[src/rtl/sm83_irq_ctl.sv]
// SM83 interrupt controller: IF/IE registers, edge-posted requests, one-hot ack retire,
// and a memory-mapped read/write responder for both registers.
module sm83_irq_ctl #(
    parameter logic [15:0] IF_ADR  = 16'hFF0F,
    parameter logic [15:0] IE_ADR  = 16'hFFFF,
    parameter int unsigned NUM_SRC = 5
) (
    input  logic               clk,
    input  logic               n_reset,
    input  logic [15:0]        adr,
    input  logic [7:0]         din,
    output logic [7:0]         dout,
    output logic               dout_oe,
    input  logic               rd,
    input  logic               wr,
    input  logic [NUM_SRC-1:0] src,
    output logic [7:0]         irq,
    input  logic [7:0]         iack,
    output logic               pending
);

    logic [NUM_SRC-1:0] if_q, if_d;
    logic [7:0]         ie_q, ie_d;
    logic [NUM_SRC-1:0] src_q;
    logic               wr_q, rd_q;
    logic [7:0]         rdata_q, rdata_d;
    logic               rvalid_q, rvalid_d;

    logic               hit_if, hit_ie, hit;
    logic               wr_fire, rd_fire;
    logic [NUM_SRC-1:0] src_rise;
    logic [7:0]         if_view;

    always_comb begin
        hit_if   = (adr == IF_ADR);
        hit_ie   = (adr == IE_ADR);
        hit      = hit_if | hit_ie;
        wr_fire  = wr & ~wr_q & hit;
        rd_fire  = rd & ~rd_q & hit;
        src_rise = src & ~src_q;
        // Unimplemented IF bits read back as 1.
        if_view                = '1;
        if_view[NUM_SRC-1:0]   = if_q;
    end

    always_comb begin
        if (wr_fire && hit_if) begin
            if_d = din[NUM_SRC-1:0] | src_rise;
        end else begin
            if_d = (if_q & ~iack[NUM_SRC-1:0]) | src_rise;
        end
        ie_d = (wr_fire && hit_ie) ? din : ie_q;
    end

    // The read window stays open only while rd is held on a hit address.
    always_comb begin
        rdata_d  = rdata_q;
        rvalid_d = rvalid_q & rd & hit;
        if (rd_fire) begin
            rdata_d  = hit_if ? if_view : ie_q;
            rvalid_d = 1'b1;
        end
    end

    always_comb begin
        irq                = '0;
        irq[NUM_SRC-1:0]   = if_q & ie_q[NUM_SRC-1:0];
        pending            = |irq;
        dout_oe            = rvalid_q & rd & hit;
        dout               = dout_oe ? rdata_q : 8'hFF;
    end

    generate
        if (NUM_SRC < 8) begin : g_ack_pad
            logic unused_iack_hi;
            assign unused_iack_hi = ^iack[7:NUM_SRC];
        end
    endgenerate

    always_ff @(posedge clk) begin
        if (!n_reset) begin
            if_q     <= '0;
            ie_q     <= '0;
            rdata_q  <= '1;
            rvalid_q <= 1'b0;
        end else begin
            if_q     <= if_d;
            ie_q     <= ie_d;
            rdata_q  <= rdata_d;
            rvalid_q <= rvalid_d;
        end
        src_q <= src;
        wr_q  <= wr;
        rd_q  <= rd;
    end

endmodule

[config.mk]
export PLATFORM = sky130hd
export DESIGN_NAME = sm83_irq_ctl
export DESIGN_NICKNAME = d
export VERILOG_FILES = /design/src/rtl/sm83_irq_ctl.sv
export SDC_FILE = /design/constraint.sdc
export NUM_CORES = 1
export LEC_CHECK = 0
export CAP_MARGIN = 20
export CELL_PAD_IN_SITES_DETAIL_PLACEMENT = 1
export CELL_PAD_IN_SITES_GLOBAL_PLACEMENT = 1
export CORE_MARGIN = 5
export CORE_UTILIZATION = 28
export CTS_BUF_LIST = sky130_fd_sc_hd__clkbuf_8
export CTS_CLUSTER_DIAMETER = 200
export DETAILED_ROUTE_END_ITERATION = 10
export GPL_ROUTABILITY_DRIVEN = 1
export PLACE_DENSITY_LB_ADDON = 0.1
export SETUP_SLACK_MARGIN = 0.2
export SLEW_MARGIN = 10
export SYNTH_ARGS = -nofsm -noshare
export SYNTH_HDL_FRONTEND = slang
export SYNTH_SLANG_ARGS = --single-unit
[constraint.sdc]
create_clock -name clk -period 2.2 [get_ports clk]
set_input_delay 0.44 -clock clk [delete_from_list [all_inputs] [get_ports clk]]
set_output_delay 0.44 -clock clk [all_outputs]
set_load 0.01 [all_outputs]
==> summary.md, run 1 <==
| Metric | Value |
|---|---|
| First-pass GRT wire length | `7527 um` |
| Reg2Reg Setup Slack | `0.80 ns` |
| Share of cells above drive strength 1 | `30.77%` |
| Drc violations | `0` |
| Starting DRC count in detailed routing | `37` |
| Largest cells by area after synthesis | `dfxtp_1 42%, o21ai_0 5.5%, nand2b_1 4.5%` |
| Post-Syn Area per Cell | `9.229 um^2` |
| Root buffer cell | `clkbuf_8` |
| CP max FO | `5` |
| Fin worst setup slack | `-0.09589 ns` |
| GRT overflow | `0` |
| CTS Buf Count | `5` |
| Clock-pin slew on the worst setup and hold paths | `0.06 ns` |
| Failing checks | `setup timing` |
| Post-synthesis cell type count | `35` |
| Final net count | `261` |
| Startpoint type of the worst setup path | `input pin` |
| RSZ-0062 raised after global routing | `true` |
| Post-Syn Area | `1375 um^2` |
| Total GRT Usage | `15.25%` |
| Count leader, synth | `dfxtp_1` |
| Area Overhead vs Synth | `63.97%` |
| Pins over their slew limit | `0` |
| Die Wd | `80.08 um` |
| Placed Area | `2036 um^2` |
| DRT Pass-1 Iters | `4` |
| H-tree levels | `2` |
| Routed len/inst | `15.62 um` |
| FP Rows | `25` |
| Crit Path Category | `in -> out` |
| Post-route ant nets | `0` |
| Core ar. | `4755 um^2` |
| Buffers on Ports | `52` |
| Main synth FF type | `dfxtp_1` |
| Synth Warn # | `0` |
| # diodes | `0` |
| Leading area contributor after synthesis | `dfxtp_1` |
| Tcrit/Tclk final | `104.4%` |
| Worst hold path class | `reg -> reg` |
| Total wire length | `4499 um` |
| Critical Path AT | `1.86 ns` |
| Crit path time final | `2.296 ns` |
| Gpl congestion | `0.7473` |
| Io pins | `59` |
| Most common library cells after synthesis | `29 x dfxtp_1, 15 x o21ai_0, 10 x nand2b_1, 10 x nor2b_1` |
| Post-synthesis sequential area ratio | `42.22%` |
| CP endpoint kind | `output port` |
| Clock buffer depth | `2` |
| Initial Util | `28.92%` |
| Post-synth EDFFs | `0` |
| Largest net degree at the start of global routing | `16` |
| CP most frequent cell | `buf_6` |
| Die area | `6413 um^2` |
| Required time worst endpoint | `1.76 ns` |
| Synthesized flop and latch total | `29` |
| Final instance area | `2255 um^2` |
| Max Clk Rate | `435.6 MHz` |
| Status | `finished with violations` |
| Pleak | `0.8403 nW` |
| Hold Violations, Final | `0` |
| Max-cap violation count | `0` |
| CTS tree | `built` |
| Worst-path cell chain | `buf_6, or4_4, a211oi_4, and3_4, buf_6, nand2b_1, buf_2` |
| CP peak stage delay | `0.55 ns` |
| HPWL Detailed | `3355 um` |
| Async set or reset register ratio after synthesis | `0%` |
| Setup violators final | `8` |
| Vias in the first global route | `1,550` |
| Vias | `1,384` |
| CTS Sinks | `29` |
| Mapped Cells | `149` |
| Synth top area share | `42.22%` |
| Clock latency on the worst-skew pair | `0.28 ns` |
| Fillers | `555` |
| Via density per instance | `4.806` |
| Die Height | `80.08 um` |
| Initial antenna violation count | `0` |
| Overall power | `1.240 mW` |
| Max IR drop VDD | `0.2778 mV` |
| CP max-delay cell | `or4_4` |
| Cell area power density | `549.9 nW/um^2` |
| Clock Skew | `0.004794 ns` |
[stage by stage]
step                      hold slack [ns]  setup slack (ns)  instances  utilization, %  setup TNS [ns]
after global placement             0.4764           -0.8426        274           42.82          -11.87
after detailed placement           0.4869           -0.8500        274           42.82          -12.64
final                              0.4855          -0.09589        288           47.42         -0.7117
after global routing               0.5100           -0.1680        288           47.42          -1.271
after CTS                          0.4799           -0.1118        287           46.47         -0.8506
after floorplan                    0.4506           0.03832        151               -               0
[power by group]
group	switching [mW]	total (mW)	leakage [nW]	internal (mW)
Sequential	0.00622	0.544	0.239	0.537
Clock	0.207	0.571	0.0626	0.364
Combinational	0.0478	0.125	0.539	0.0776
[path summary, 6_finish.rpt]
| check | endpoint | cells after the start | start |
|---|---|---|---|
| worst max-delay path | dout[0] | 7 | adr[7] |
| worst min-delay path | ie_q[7]$_SDFFE_PN0P_ | 2 | ie_q[7]$_SDFFE_PN0P_ |
| worst max register to register | if_q[3]$_SDFF_PN0_ | 4 | wr_q$_DFF_P_ |
| worst min register to register | ie_q[7]$_SDFFE_PN0P_ | 2 | ie_q[7]$_SDFFE_PN0P_ |
[flip-flops by register name, summed over array words and instances, names as in the netlist]
signal    cells
rvalid_q      1
rd_q          1
rdata_q       8
wr_q          1
if_q          5
ie_q          8
src_q         5
[routing by layer]
layer  up-vias  share of wire, %  wire, um  track usage, %
met5         -                 0         0               0
met3         7               5.4       245           4.596
met1       666                40      1822           16.70
li1        681                 -         -               -
met4         0               1.2        54           4.561
met2        30                53      2376           27.98
[cells in the final DEF, fill, tap and decap left out, types with 2 or more instances in the layout]
master,instances
mux2i_1,2
clkdlybuf4s50_1,30
or4_4,4
and2_4,2
conb_1,3
dfxtp_2,3
nand3_1,8
nand4_1,4
a21oi_1,8
o21ai_2,7
clkbuf_8,6
o21ai_1,6
nor4_4,2
o21ai_0,3
nor2b_1,10
mux2i_2,3
a211oi_4,2
a21boi_0,5
and2_1,3
dfxtp_1,26
inv_1,8
a22oi_1,5
a21boi_1,3
buf_6,8
o311a_1,5
buf_2,9
dlygate4sd2_1,8
buf_4,15
nand2b_1,9
[cell families (layout without fill, tap and decap cells)]
logic type             after synthesis  in the layout  synth area share, %
other                                1              3               0.2727
AO/OA/AOI/OAI                       45             45                21.75
buffers and inverters               16             86                5.823
AND/OR/NAND/NOR                     53             53                26.30
multiplexers                         5              5                3.640
flip-flops                          29             29                42.22
[critical path, delay by kind of cell]
| kind | cells | cell delay, ns |
|---|---|---|
| simple gates | 3 | 0.84 |
| buf+inv | 3 | 0.34 |
| compound gates | 1 | 0.24 |
[area by class of cell]
| class | instances | area (um^2) | share of cell area (%) |
|---|---|---|---|
| Multi-Input combinational cell | 106 | 820.8 | 36.40 |
| Tap cell | 67 | 83.83 | 3.718 |
| Clock inverter | 2 | 33.78 | 1.498 |
| Timing Repair Buffer | 71 | 623.1 | 27.64 |
| Sequential cell | 29 | 584.3 | 25.92 |
| Clock buffer | 6 | 82.58 | 3.663 |
| Inverter | 7 | 26.28 | 1.165 |
[what timing repair did]
action / CTS / global route
buffers inserted: 4 / 1
gates cloned: 1 / 0
pin swaps: 14 / 7
setup endpoints to repair: 31 / 26
gates resized for setup: 93 / 19
hold buffers: 0 / 0
No activity file was read; power rests on OpenSTA's default activity.
==> run 2, diff against run 1 <==
Settings changed: CORE_UTILIZATION 28 to 42, DONT_BUFFER_PORTS set to 1.
==> summary.md, run 2 (synthesis results as in run 1) <==
| Metric | Value |
|---|---|
| # diodes | `0 (unchanged)` |
| Fin cells | `204 (-29%)` |
| Post-route ant nets | `0 (unchanged)` |
| Cell area power density | `635.9 nW/um^2 (+16%)` |
| Largest registers | `ie_q x8, rdata_q x8` |
| Largest net degree at the start of global routing | `24 (+8)` |
| Final net count | `200 (-23%)` |
| Startpoint type of the worst setup path | `input pin` |
| Total GRT Usage | `17.11% (+1.9 points)` |
| Gpl congestion | `0.7156 (-4.2%)` |
| FF-to-FF path depth | `4 (unchanged)` |
| Clock latency on the worst-skew pair | `0.28 ns (about the same)` |
| Core ar. | `3103 um^2 (-35%)` |
| Setup TNS | `0 ns (+0.7117 ns)` |
| Pre-CTS setup slack | `0.03499 ns (+0.8850 ns)` |
| Share of cells above drive strength 1 | `17.50% (-13 points)` |
| Required time worst endpoint | `1.76 ns (about the same)` |
| Crit path time final | `2.097 ns (-0.1988 ns)` |
| Int Power | `0.7695 mW (-21%)` |
| Hold buffers post-CTS | `0 (unchanged)` |
| CP max-delay cell | `or4_4` |
| Most common cell after layout, fill and taps aside | `dfxtp_1` |
| Worst hold margin | `0.1819 ns (-0.3035 ns)` |
| Worst R2R End | `ie_q[4]$_SDFFE_PN0P_` |
| Via density per instance | `5.691 (+18%)` |
| Reg2Reg Setup Slack | `0.74 ns (-0.06 ns)` |
| RSZ-0062 raised after global routing | `true` |
| Initial antenna violation count | `0 (unchanged)` |
| Status | `completed` |
| First-pass GRT wire length | `5733 um (-24%)` |
| Max IR drop VDD | `0.3986 mV (+43%)` |
| Initial Util | `44.31% (+15 points)` |
| Setup violators final | `0 (-8)` |
| Die Wd | `67.22 um (-16%)` |
| Pleak | `0.5539 nW (-34%)` |
| Worst r2r src | `wr_q$_DFF_P_` |
| Placed Area | `1456 um^2 (-28%)` |
| H-tree levels | `2 (unchanged)` |
| Max-cap violation count | `0 (unchanged)` |
| CP endpoint kind | `output port` |
| Multi-input logic area | `738.2 um^2 (-10%)` |
| FP Rows | `20 (-20%)` |
| CTS tree | `built` |
| DP Cell Count | `195 (-29%)` |
| Clock Skew | `0.005488 ns (+0.0006942 ns)` |
| Hold Violations, Final | `0 (unchanged)` |
| Sequential share of power | `54.7% (+11 points)` |
| Max Clk Rate | `476.8 MHz (+9.5%)` |
| Vias in the first global route | `1,295 (-16%)` |
| HPWL Detailed | `2754 um (-18%)` |
| Sw Ratio | `22.57% (+1.6 points)` |
| Area Overhead vs Synth | `13.65%` |
| Worst hold path class | `in -> reg` |
| Buffers on Ports | `0 (-100%)` |
| Die area | `4519 um^2 (-30%)` |
| Critical path origin | `adr[4]` |
| DRT Pass-1 Iters | `4 (unchanged)` |
| Critical Path AT | `1.66 ns (-0.20 ns)` |
| Crit Path Category | `in -> out` |
| Switch Pwr | `0.2243 mW (-14%)` |
| Seq. cell area | `581.8 um^2 (-0.43%)` |
| Worst-path cell chain | `or4_4, a211oi_2, and3_1, buf_6, buf_4` |
| Fillers | `391 (-30%)` |
| CP max FO | `9 (+4)` |
| Vias | `1,161 (-16%)` |
| Die Height | `67.22 um (-16%)` |
| Clock Power Share | `41.4% (-4.6 points)` |
| Combinational group share of total power | `3.9% (-6.2 points)` |
| Clock-pin slew on the worst setup and hold paths | `0.06 ns (about the same)` |
| Overall power | `0.9938 mW (-20%)` |
| Io pins | `59 (unchanged)` |
| Clock buffer depth | `2 (unchanged)` |
| Total wire length | `3425 um (-24%)` |
| Pins over their slew limit | `0 (unchanged)` |
| CTS Buf Count | `5 (unchanged)` |
| Tcrit/Tclk final | `95.32% (-9.0 points)` |
| Root buffer cell | `clkbuf_8` |
| Routed len/inst | `16.79 um (+7.5%)` |
| CP peak stage delay | `0.52 ns (-0.03 ns)` |
| Fin worst setup slack | `0.1029 ns (+0.1988 ns)` |
| Most frequent cells in the layout | `28 x dfxtp_1, 15 x o21ai_0, 10 x nand2b_1, 10 x nor2b_1, 9 x buf_4` |
| Final instance area | `1563 um^2 (-31%)` |
| CP endpoint | `dout_oe` |
| Drc violations | `0 (unchanged)` |
| Starting DRC count in detailed routing | `53 (+43%)` |
| Post-layout util | `50.36% (+2.9 points)` |
| GRT overflow | `0 (unchanged)` |
| CTS Sinks | `29 (unchanged)` |
[run 2: power by group through the flow]
stage / registers [mW] / clock network [mW] / logic [mW]
3_5_place_dp: 0.555 / 0 / 0.0387
4_1_cts: 0.543 / 0.424 / 0.0388
2_1_floorplan: 0.553 / 0 / 0.0396
5_1_grt: 0.545 / 0.455 / 0.0427
6_report: 0.543 / 0.412 / 0.0384
3_3_place_gp: 0.554 / 0 / 0.0365
[run 2: per-layer routing]
metal / up-vias / part of all wire (%) / track usage [%]
li1: 558 / - / -
met1: 559 / 39 / 17.57
met2: 38 / 51 / 30.55
met3: 6 / 8.1 / 7.654
met4: 0 / 1.3 / 6.076
met5: - / 0 / 0
[run 2: how the worst min path moves through the flow]
stage | start | to | slack [ns] | cells after the start
2_1_floorplan | ie_q[7]$_SDFFE_PN0P_ | ie_q[7]$_SDFFE_PN0P_ | 0.45 | 2
3_3_place_gp | ie_q[7]$_SDFFE_PN0P_ | ie_q[7]$_SDFFE_PN0P_ | 0.46 | 2
3_5_place_dp | src[3] | src_q[3]$_DFF_P_ | 0.47 | 0
4_1_cts | src[1] | src_q[1]$_DFF_P_ | 0.17 | 0
5_1_grt | wr | wr_q$_DFF_P_ | 0.16 | 0
6_report | src[1] | src_q[1]$_DFF_P_ | 0.18 | 0
[run 2: layout make-up]
class                      count  share of cell area [%]
sequential                    29                   37.23
clock buffer                   5                   4.404
multi-input combinational    106                   47.24
clock inverter                 3                  0.8807
tap                           44                   3.523
inverter                       7                   1.681
timing repair buffer          10                   5.044
[run 2: critical path, delay by kind of cell]
| kind | cells | cell delay (ns) |
|---|---|---|
| buffers and inverters | 2 | 0.25 |
| AO/OA/AOI/OAI | 1 | 0.23 |
| AND/OR/NAND/NOR | 2 | 0.73 |
[run 2: repair_timing]
item	4_1_cts	5_1_grt
resized for setup	4	3
setup endpoints to repair	10	10
buffers inserted	1	0
pin swaps	2	2
==> run 3, diff against run 2 <==
Settings changed: ABC_AREA set to 1, CORE_UTILIZATION 42 to 40, RECOVER_POWER set to 25.
==> summary.md, run 3 <==
| Metric | Value |
|---|---|
| Pins over their slew limit | `0 (unchanged)` |
| Count leader, synth | `nand2_1` |
| Routed len/inst | `14.24 um (-15%)` |
| RSZ-0062 raised after global routing | `false` |
| Root buffer cell | `clkbuf_8` |
| Post-route ant nets | `0 (unchanged)` |
| Starting DRC count in detailed routing | `41 (-23%)` |
| HPWL Detailed | `2830 um (+2.8%)` |
| Pre-CTS setup slack | `0.3139 ns (+0.2789 ns)` |
| Crit Path Category | `in -> out` |
| Synth Warn # | `0 (unchanged)` |
| Share of cells above drive strength 1 | `10.86% (-6.6 points)` |
| Main synth FF type | `dfxtp_1` |
| GRT overflow | `0 (unchanged)` |
| Clock-pin slew on the worst setup and hold paths | `0.06 ns (about the same)` |
| FP Rows | `22 (+10%)` |
| Clock buffer depth | `2 (unchanged)` |
| Async set or reset register ratio after synthesis | `0% (unchanged)` |
| Pleak | `0.8268 nW (+49%)` |
| Fin worst setup slack | `0.3347 ns (+0.2318 ns)` |
| Status | `completed` |
| CP most frequent cell | `nand2_1` |
| Initial Util | `40.81% (-3.5 points)` |
| Max IR drop VDD | `0.3752 mV (-5.9%)` |
| Post-synthesis cell type count | `22 (-37%)` |
| Required time worst endpoint | `1.76 ns (about the same)` |
| Die Height | `70.88 um (+5.4%)` |
| Post-synth EDFFs | `0 (unchanged)` |
| Largest net degree at the start of global routing | `23 (-4.2%)` |
| Post-Syn Area | `1483 um^2 (+7.8%)` |
| Via density per instance | `4.955 (-13%)` |
| Worst-path cell chain | `nand2_1, inv_2, nand2_1, nor2_4, nand2_4, nand2_8, nand3_4, or2_1` |
| Vias | `1,333 (+15%)` |
| Synth top area share | `39.16% (-3.1 points)` |
| Combinational group share of total power | `4.8% (+0.9 points)` |
| CTS resizes | `0 (-4)` |
| Setup TNS | `0 ns (unchanged)` |
| CP endpoint kind | `output port` |
| Switch Pwr | `0.2368 mW (+5.6%)` |
| Mapped Cells | `217 (+46%)` |
| Int Power | `0.7697 mW (about the same)` |
| First-pass GRT wire length | `6430 um (+12%)` |
| Die area | `5024 um^2 (+11%)` |
| Initial antenna violation count | `0 (unchanged)` |
| Total GRT Usage | `16.01% (-1.1 points)` |
| Max Clk Rate | `536.1 MHz (+12%)` |
| CP peak stage delay | `0.29 ns (-0.23 ns)` |
| Post-CTS setup buffer count | `0 (-1)` |
| Core ar. | `3633 um^2 (+17%)` |
| Most common cell after layout, fill and taps aside | `nand2_1` |
| Startpoint type of the worst setup path | `input pin` |
| DRT Pass-1 Iters | `4 (unchanged)` |
| Area Overhead vs Synth | `8.017%` |
| CP max-delay cell | `or2_1` |
| Io pins | `59 (unchanged)` |
| Vias in the first global route | `1,453 (+12%)` |
| CTS Sinks | `29 (unchanged)` |
| Buffers on Ports | `0 (unchanged)` |
| Drc violations | `0 (unchanged)` |
| Final net count | `261 (+31%)` |
| Most common library cells after synthesis | `58 x nand2_1, 29 x dfxtp_1, 28 x nand3_1, 27 x inv_1, 18 x nor2_1` |
| Max-cap violation count | `0 (unchanged)` |
| Post-synthesis sequential area ratio | `39.16% (-3.1 points)` |
| Clock Skew | `0.006304 ns (+0.0008158 ns)` |
| Critical Path AT | `1.43 ns (-0.23 ns)` |
| Post-Syn Area per Cell | `6.833 um^2 (-26%)` |
| Worst hold path class | `in -> reg` |
| H-tree levels | `2 (unchanged)` |
| Cell area power density | `628.4 nW/um^2 (-1.2%)` |
| Synthesized flop and latch total | `29 (unchanged)` |
| Leading area contributor after synthesis | `dfxtp_1` |
| Crit path time final | `1.865 ns (-0.2318 ns)` |
| Hold Violations, Final | `0 (unchanged)` |
| Sw Ratio | `23.53% (+0.96 points)` |
| CTS tree | `built` |
| CP max FO | `10 (+1)` |
| Clock latency on the worst-skew pair | `0.28 ns (about the same)` |
| Die Wd | `70.88 um (+5.4%)` |
| Sequential share of power | `54.0% (-0.7 points)` |
| Most frequent cells in the layout | `59 x nand2_1, 29 x dfxtp_1, 28 x inv_1, 28 x nand3_1, 18 x nor2_1` |
| Hold buffers post-CTS | `0 (unchanged)` |
| Largest cells by area after synthesis | `dfxtp_1 39%, nand2_1 15%, nand3_1 9.5%` |
| Tcrit/Tclk final | `84.79% (-11 points)` |
| Largest registers | `ie_q x8, rdata_q x8` |
| Total wire length | `3830 um (+12%)` |
| Clock Power Share | `41.2% (-0.2 points)` |
| CTS Buf Count | `5 (unchanged)` |
| Setup violators final | `0 (unchanged)` |
| Gpl congestion | `0.7419 (+3.7%)` |
| # diodes | `0 (unchanged)` |
run 3: cell count changes after synthesis, sizes merged, moves of 10 or more:
cell / delta
nand3: +21
nand2b: -10
nor2: +19
o21ai: -16
inv: +26
nor2b: -10
nand2: +62
run 3: per-stage QoR:
step           hold slack, ns  area [um^2]  total power [mW]  std cells  utilization (%)
2_1_floorplan          0.4211         1490            0.5998        219                -
3_3_place_gp           0.4320         1521            0.6000        261            41.87
3_5_place_dp           0.4379         1521            0.6037        261            41.87
4_1_cts                0.1737         1604             1.024        269            44.15
5_1_grt                0.1683         1602             1.050        269            44.08
6_report               0.1852         1602             1.006        269            44.08
run 3: worst paths after layout:
| check | to | depth (start not counted) | start | slack (ns) |
|---|---|---|---|---|
| setup / recovery | dout[4] | 8 | adr[1] | 0.33 |
| hold / removal | src_q[4]$_DFF_P_ | 0 | src[4] | 0.19 |
| setup reg to reg | if_q[0]$_SDFF_PN0_ | 7 | wr_q$_DFF_P_ | 0.87 |
| hold reg to reg | rdata_q[7]$_SDFFE_PN1P_ | 2 | rdata_q[7]$_SDFFE_PN1P_ | 0.45 |
run 3: cell type report:
type                       count  area, um^2
timing repair buffer           4       30.03
clock buffer                   5       68.82
inverter                      33       123.9
fill                         488        2032
tap                           48       60.06
clock inverter                 3       13.76
sequential                    29       580.6
multi-input combinational    147       724.4
run 3: cells by family after synthesis:
group	count (synthesis)	share of synthesized area [%]
and+or+nand+nor	135	45.06
buffers and inverters	43	12.32
DFF	29	39.16
AOI/OAI and AO/OA	9	3.207
other	1	0.2529
run 3: metal layers:
layer	share of wire, %	vias up	track usage [%]
met3	7.6	4	7.244
met5	0	-	0
met4	0.57	0	4.802
met1	41	623	16.59
met2	51	32	28.84
li1	-	674	-
run 3: power by group through the flow:
stage                     clock network, mW  registers [mW]  logic (mW)
after floorplan                           0           0.553      0.0471
after global placement                    0           0.554      0.0460
after global routing                  0.450           0.544      0.0559
final                                 0.415           0.543      0.0484
after detailed placement                  0           0.555      0.0490
after CTS                             0.431           0.543      0.0493
run 3: critical path, delay by kind of cell:
kind          cells  cell delay, ns
simple gates      7            0.95
buf+inv           1            0.04
==> patch 1: new RTL, flow settings as in run 1 <==
Change the parameter `NUM_SRC` from 5 to 6.
--- a/src/rtl/sm83_irq_ctl.sv
+++ b/src/rtl/sm83_irq_ctl.sv
@@ -3,7 +3,7 @@
 module sm83_irq_ctl #(
     parameter logic [15:0] IF_ADR  = 16'hFF0F,
     parameter logic [15:0] IE_ADR  = 16'hFFFF,
-    parameter int unsigned NUM_SRC = 5
+    parameter int unsigned NUM_SRC = 6
 ) (
     input  logic               clk,
     input  logic               n_reset,
Interface: changed (resized src); port bits go from 59 to 60. The function was not compared with the original's and may differ.
==> patch 1 against run 1 <==
The run still ends with negative setup slack left. Synthesized area up 3.0%. Final cell count up 11%. Power up 5.5%. Critical path depth unchanged. Sequential cell count up 2. Sequential share of layout area down 0.64 points. Worst setup slack worse by 0.0025 ns. Hold slack worse by 0.0068 ns. Design area up 10%. Die area up 2.6%. Wire length up 14%. Sequential power up 6.8%. Global-route usage up 1.0 points.
==> patch 1: results (changes against run 1) <==
run status complete, but fails checks; failing checks negative setup slack; worst IR drop on VDD 0.2347 mV (-16%); Leak 0.9678 nW (+15%); Netlist cell types 33 (-5.7%); Synth area leaders dfxtp_1 44%, nand2b_1 6.6%, o21ai_0 5.7%; hold crit path type reg2reg; # Post-CTS Setup Buffers 10 (+6); sequential-to-total area share from yosys stat 0.4382 (+0.01596); CP delay by family, top simple AND/OR/NAND/NOR gates; PnR worst setup slack -0.09835 ns (-0.002458 ns); Placed Instances 296 (+8.0%); first-pass GRT wire length 8128 um (+8.0%); # setup viols final 9 (+1); vias per inst 4.775 (-0.64%); compound-gate portion of the synthesized area 0.1758 (-0.04168); CTS resizes 86 (-7.5%); dpl hpwl 3706 um (+10%); average size of a mapped cell 8.797 um2 (-4.7%); drt total wl 5110 um (+14%); mux cell area share after synthesis 0.04240 (+0.006006); nets@finish 294 (+13%); number of global-route vias before repair 1698 (+9.5%); Clock Path Buffers 2 (unchanged); Worst-path clk slew 0.07 ns; Post-synth ARST share 0 (unchanged); Fin Clk Skew 0.001537 ns (-0.003257 ns); WP data arrival 1.86 ns (about the same); r2r worst-path depth 5 (+1); Comb power 0.139 mW (+11%); Port Buffers 55 (+5.8%); Worst Setup EP dout[5]; Reg-to-Reg End if_q[0]$_SDFF_PN0_; Final TNS setup -0.7442 ns (-0.03253 ns); GP Congestion 0.7550 (+1.0%); WL/cell 15.97 um (+2.2%); layout cell share with drive strength beyond 1 0.3636 (+0.05594); most frequent cells after synthesis 31 x dfxtp_1, 16 x o21ai_0, 15 x nand2b_1, 14 x nand3_1, 10 x a21oi_1; Iter 0 DRT Violations 54 (+46%); clock-net power 0.588 mW (+3%); largest net degree at the start of global routing 15 (-1); Worst R2R Setup Slack 0.75 ns (-0.05 ns); worst setup path start adr[7]; GR Util All Layers 0.1625 (+0.01006); Place WS -0.8630 ns (-0.01302 ns); Internal 1.030 mW (+5.2%)
-- patch 1: routing by layer --
metal | vias up | track usage | part of all wire
li1 | 764 | - | -
met5 | - | 0 | 0
met3 | 6 | 0.03769 | 0.031
met4 | 0 | 0.04561 | 0.012
met2 | 28 | 0.3079 | 0.56
met1 | 730 | 0.1789 | 0.40
-- patch 1: worst min path at each step --
stage	to	slack (ns)	cells after the start
CTS	ie_q[6]$_SDFFE_PN0P_	0.50	2
global route	ie_q[7]$_SDFFE_PN0P_	0.50	2
global placement	ie_q[6]$_SDFFE_PN0P_	0.47	2
finish	ie_q[7]$_SDFFE_PN0P_	0.48	2
detailed placement	ie_q[4]$_SDFFE_PN0P_	0.49	2
floorplan	ie_q[6]$_SDFFE_PN0P_	0.45	2
-- patch 1: worst min-delay path, delay by kind of cell, from the launching register on --
kind,cells,cell delay [ns]
flops,1,0.32
compound gates,2,0.11
-- patch 1: area by class of cell --
class / instances / area, um2
Clock inverter: 2 / 35.03
Sequential cell: 31 / 628.1
Inverter: 3 / 11.26
Multi-Input combinational cell: 118 / 813.3
Timing Repair Buffer: 93 / 830.8
Fill cell: 595 / 2332
Tap cell: 67 / 83.83
Clock buffer: 6 / 82.58
-- patch 1: stage by stage --
stage / util / power (mW) / area (um2) / hold slack (ns)
detailed placement: 0.4517 / 0.7227 / 2176 / 0.4861
global placement: 0.4517 / 0.7180 / 2176 / 0.4702
global route: 0.5158 / 1.361 / 2485 / 0.5008
CTS: 0.4974 / 1.320 / 2396 / 0.4970
floorplan: - / 0.6245 / 1431 / 0.4540
finish: 0.5158 / 1.308 / 2485 / 0.4787
==> patch 2: new RTL, config.mk and constraints of run 1 <==
Made on the original files. Put a register stage on the output `irq`. The value now appears one clock later. The other outputs are not delayed to match.
--- a/src/rtl/sm83_irq_ctl.sv
+++ b/src/rtl/sm83_irq_ctl.sv
@@ -18,6 +18,8 @@
     input  logic [7:0]         iack,
     output logic               pending
 );
+
+    logic [7:0] irq_d;
 
     logic [NUM_SRC-1:0] if_q, if_d;
     logic [7:0]         ie_q, ie_d;
@@ -63,9 +65,9 @@
     end
 
     always_comb begin
-        irq                = '0;
-        irq[NUM_SRC-1:0]   = if_q & ie_q[NUM_SRC-1:0];
-        pending            = |irq;
+        irq_d              = '0;
+        irq_d[NUM_SRC-1:0]   = if_q & ie_q[NUM_SRC-1:0];
+        pending            = |irq_d;
         dout_oe            = rvalid_q & rd & hit;
         dout               = dout_oe ? rdata_q : 8'hFF;
     end
@@ -94,5 +96,9 @@
         rd_q  <= rd;
     end
 
+    always_ff @(posedge clk) begin
+        irq <= irq_d;
+    end
+
 endmodule
 
Behaviour: not the same (Yosys sat finds a counterexample within 4 cycles, from zero or initial values and one cycle with n_reset low).
==> patch 2 against run 1 <==
The flow still finishes with violations (negative setup slack). Sequential share of layout area is 3.0 points higher. Design area is 4.9% higher. Wire length is 1.9% higher. Synthesized area is 7.3% higher. Register-to-register slack hardly changed. Worst setup slack worse by 0.022 ns. Power is 0.78% lower. Sequential cell count is 5 higher. Die area is 6.4% higher. Critical endpoint is now dout[6]. Largest cell class unchanged. Highest routed layer unchanged.
==> patch 2: results (changes against run 1) <==
drt total wl 4585 um (+1.9%); dpl hpwl 3540 um (+5.5%); Iter 0 DRT Violations 53 (+43%); Clock Path Buffers 2 (unchanged); # diodes 0 (unchanged); placed inst area 2147 um2 (+5.5%); failing checks negative setup slack; Leak 0.9527 nW (+13%); PnR worst setup slack -0.1174 ns (-0.02153 ns); largest net degree at the start of global routing 18 (+2); Fin Clk Skew 0.004183 ns (-0.0006111 ns); hold crit path type reg2reg; initial antenna violation count 0 (unchanged); crit-path max FO 5 (unchanged); Netlist cell types 35 (unchanged); GRT overflow 0 (unchanged); # setup viols final 8 (unchanged); worst IR drop on VDD 0.3323 mV (+20%); CTS root buf clkbuf_8; Placed Instances 283 (+3.3%); sequential-to-total area share from yosys stat 0.4614 (+0.03921); clock latency on the worst-skew pair 0.28 ns (about the same); GR Util All Layers 0.1416 (-0.01091); Yosys warnings 0 (unchanged); Final Max Tran Viols 0 (unchanged); Fillers 585 (+5.4%); Top Registers ie_q: 8 flops, rdata_q: 8 flops; number of global-route vias before repair 1520 (-1.9%); run status complete, but fails checks; layout cell share with drive strength beyond 1 0.2655 (-0.04221); WP data arrival 1.88 ns (+0.02 ns); CTS Buf Count 5 (unchanged); met1 usage 0.1704 (+0.003386); Place WS -0.8342 ns (+0.01584 ns); Multi-input gate area 814.5 um2 (-0.76%); average size of a mapped cell 9.579 um2 (+3.8%); DRT Pass-1 Iters 4 (unchanged); first-pass GRT wire length 7314 um (-2.8%); nets@finish 266 (+1.9%); DR vias 1418 (+2.5%); GR Layer Usage met2 0.2444 (-0.03541); Synth area leaders dfxtp_1 46%, o21ai_0 5.1%, nand2b_1 4.2%; most frequent cells after synthesis 34 x dfxtp_1, 15 x o21ai_0, 10 x nand2b_1, 10 x nor2b_1; H-tree level count 2 (unchanged); GP Congestion 0.7531 (+0.78%); Worst-path clk slew 0.07 ns; Post-synth ARST share 0 (unchanged); Final Non-Filler Cells 296 (+2.8%); met3 GRT Util 0.03579 (-0.01017); Port Buffers 52 (unchanged)
-- patch 2: changes by cell type in the layout (fill, tap and decap cells not counted), moves of 3 or more --
cell / change
dlygate4sd2_1: -7
dfxtp_1: +6
o21ai_0: +4
dlymetal6s2s_1: +7
nand2b_4: +3
o21ai_2: -6
-- patch 2: cells by family after synthesis --
family,count (synthesis),synth area share
buffers and inverters,16,0.05428
other,1,0.002542
multiplexers,5,0.03393
AO/OA/AOI/OAI,45,0.2027
AND/OR/NAND/NOR,53,0.2451
flip-flops,34,0.4614
-- patch 2: area by class of cell --
| class | count | share of cell area |
|---|---|---|
| clock inverters | 2 | 0.003704 |
| well taps | 70 | 0.03704 |
| flip-flops and latches | 34 | 0.2889 |
| inverters | 7 | 0.01111 |
| clock buffers | 6 | 0.03492 |
| repair buffers | 71 | 0.2799 |
| multi-input cells | 106 | 0.3444 |
-- patch 2: timing repair --
item / 4_1_cts / 5_1_grt
hold buffers: 0 / 0
gates cloned: 1 / 0
setup endpoints to repair: 31 / 31
gates resized for setup: 80 / 22
pin swaps: 8 / 7
buffers inserted: 2 / 2
-- patch 2: final timing paths --
check,from,to,slack (ns),cells after the start
worst min register to register,ie_q[1]$_SDFFE_PN0P_,ie_q[1]$_SDFFE_PN0P_,0.50,2
worst max-delay path,adr[7],dout[6],-0.12,7
worst min-delay path,ie_q[1]$_SDFFE_PN0P_,ie_q[1]$_SDFFE_PN0P_,0.50,2
worst max register to register,wr_q$_DFF_P_,ie_q[7]$_SDFFE_PN0P_,0.80,4
-- patch 2: per-layer routing --
| layer | share of wire | wire [um] |
|---|---|---|
| met1 | 0.43 | 1953 |
| met2 | 0.50 | 2313 |
| met3 | 0.055 | 252 |
| met4 | 0.015 | 67 |
| met5 | 0 | 0 |
-- patch 2: critical path: stages --
cell and delay, ns:
buf_6 0.09, or4_4 0.54, a211oi_4 0.23, and3_4 0.24, buf_6 0.14, nand2b_1 0.06
buf_2 0.14
-- patch 2: where the power goes --
part / total (mW) / switching, mW / internal [mW]
Combinational: 0.127 / 0.0475 / 0.0800
Sequential: 0.634 / 0.00683 / 0.627
Clock: 0.469 / 0.221 / 0.248
Total: 1.23 / 0.275 / 0.955
-- patch 2: through the flow --
stage / TNS (ns) / hold WS (ns)
after detailed placement: -12.22 / 0.4920
after global placement: -11.05 / 0.4700
after CTS: -0.6613 / 0.5027
after floorplan: 0 / 0.4506
after global routing: -1.152 / 0.5150
final: -0.7618 / 0.4967
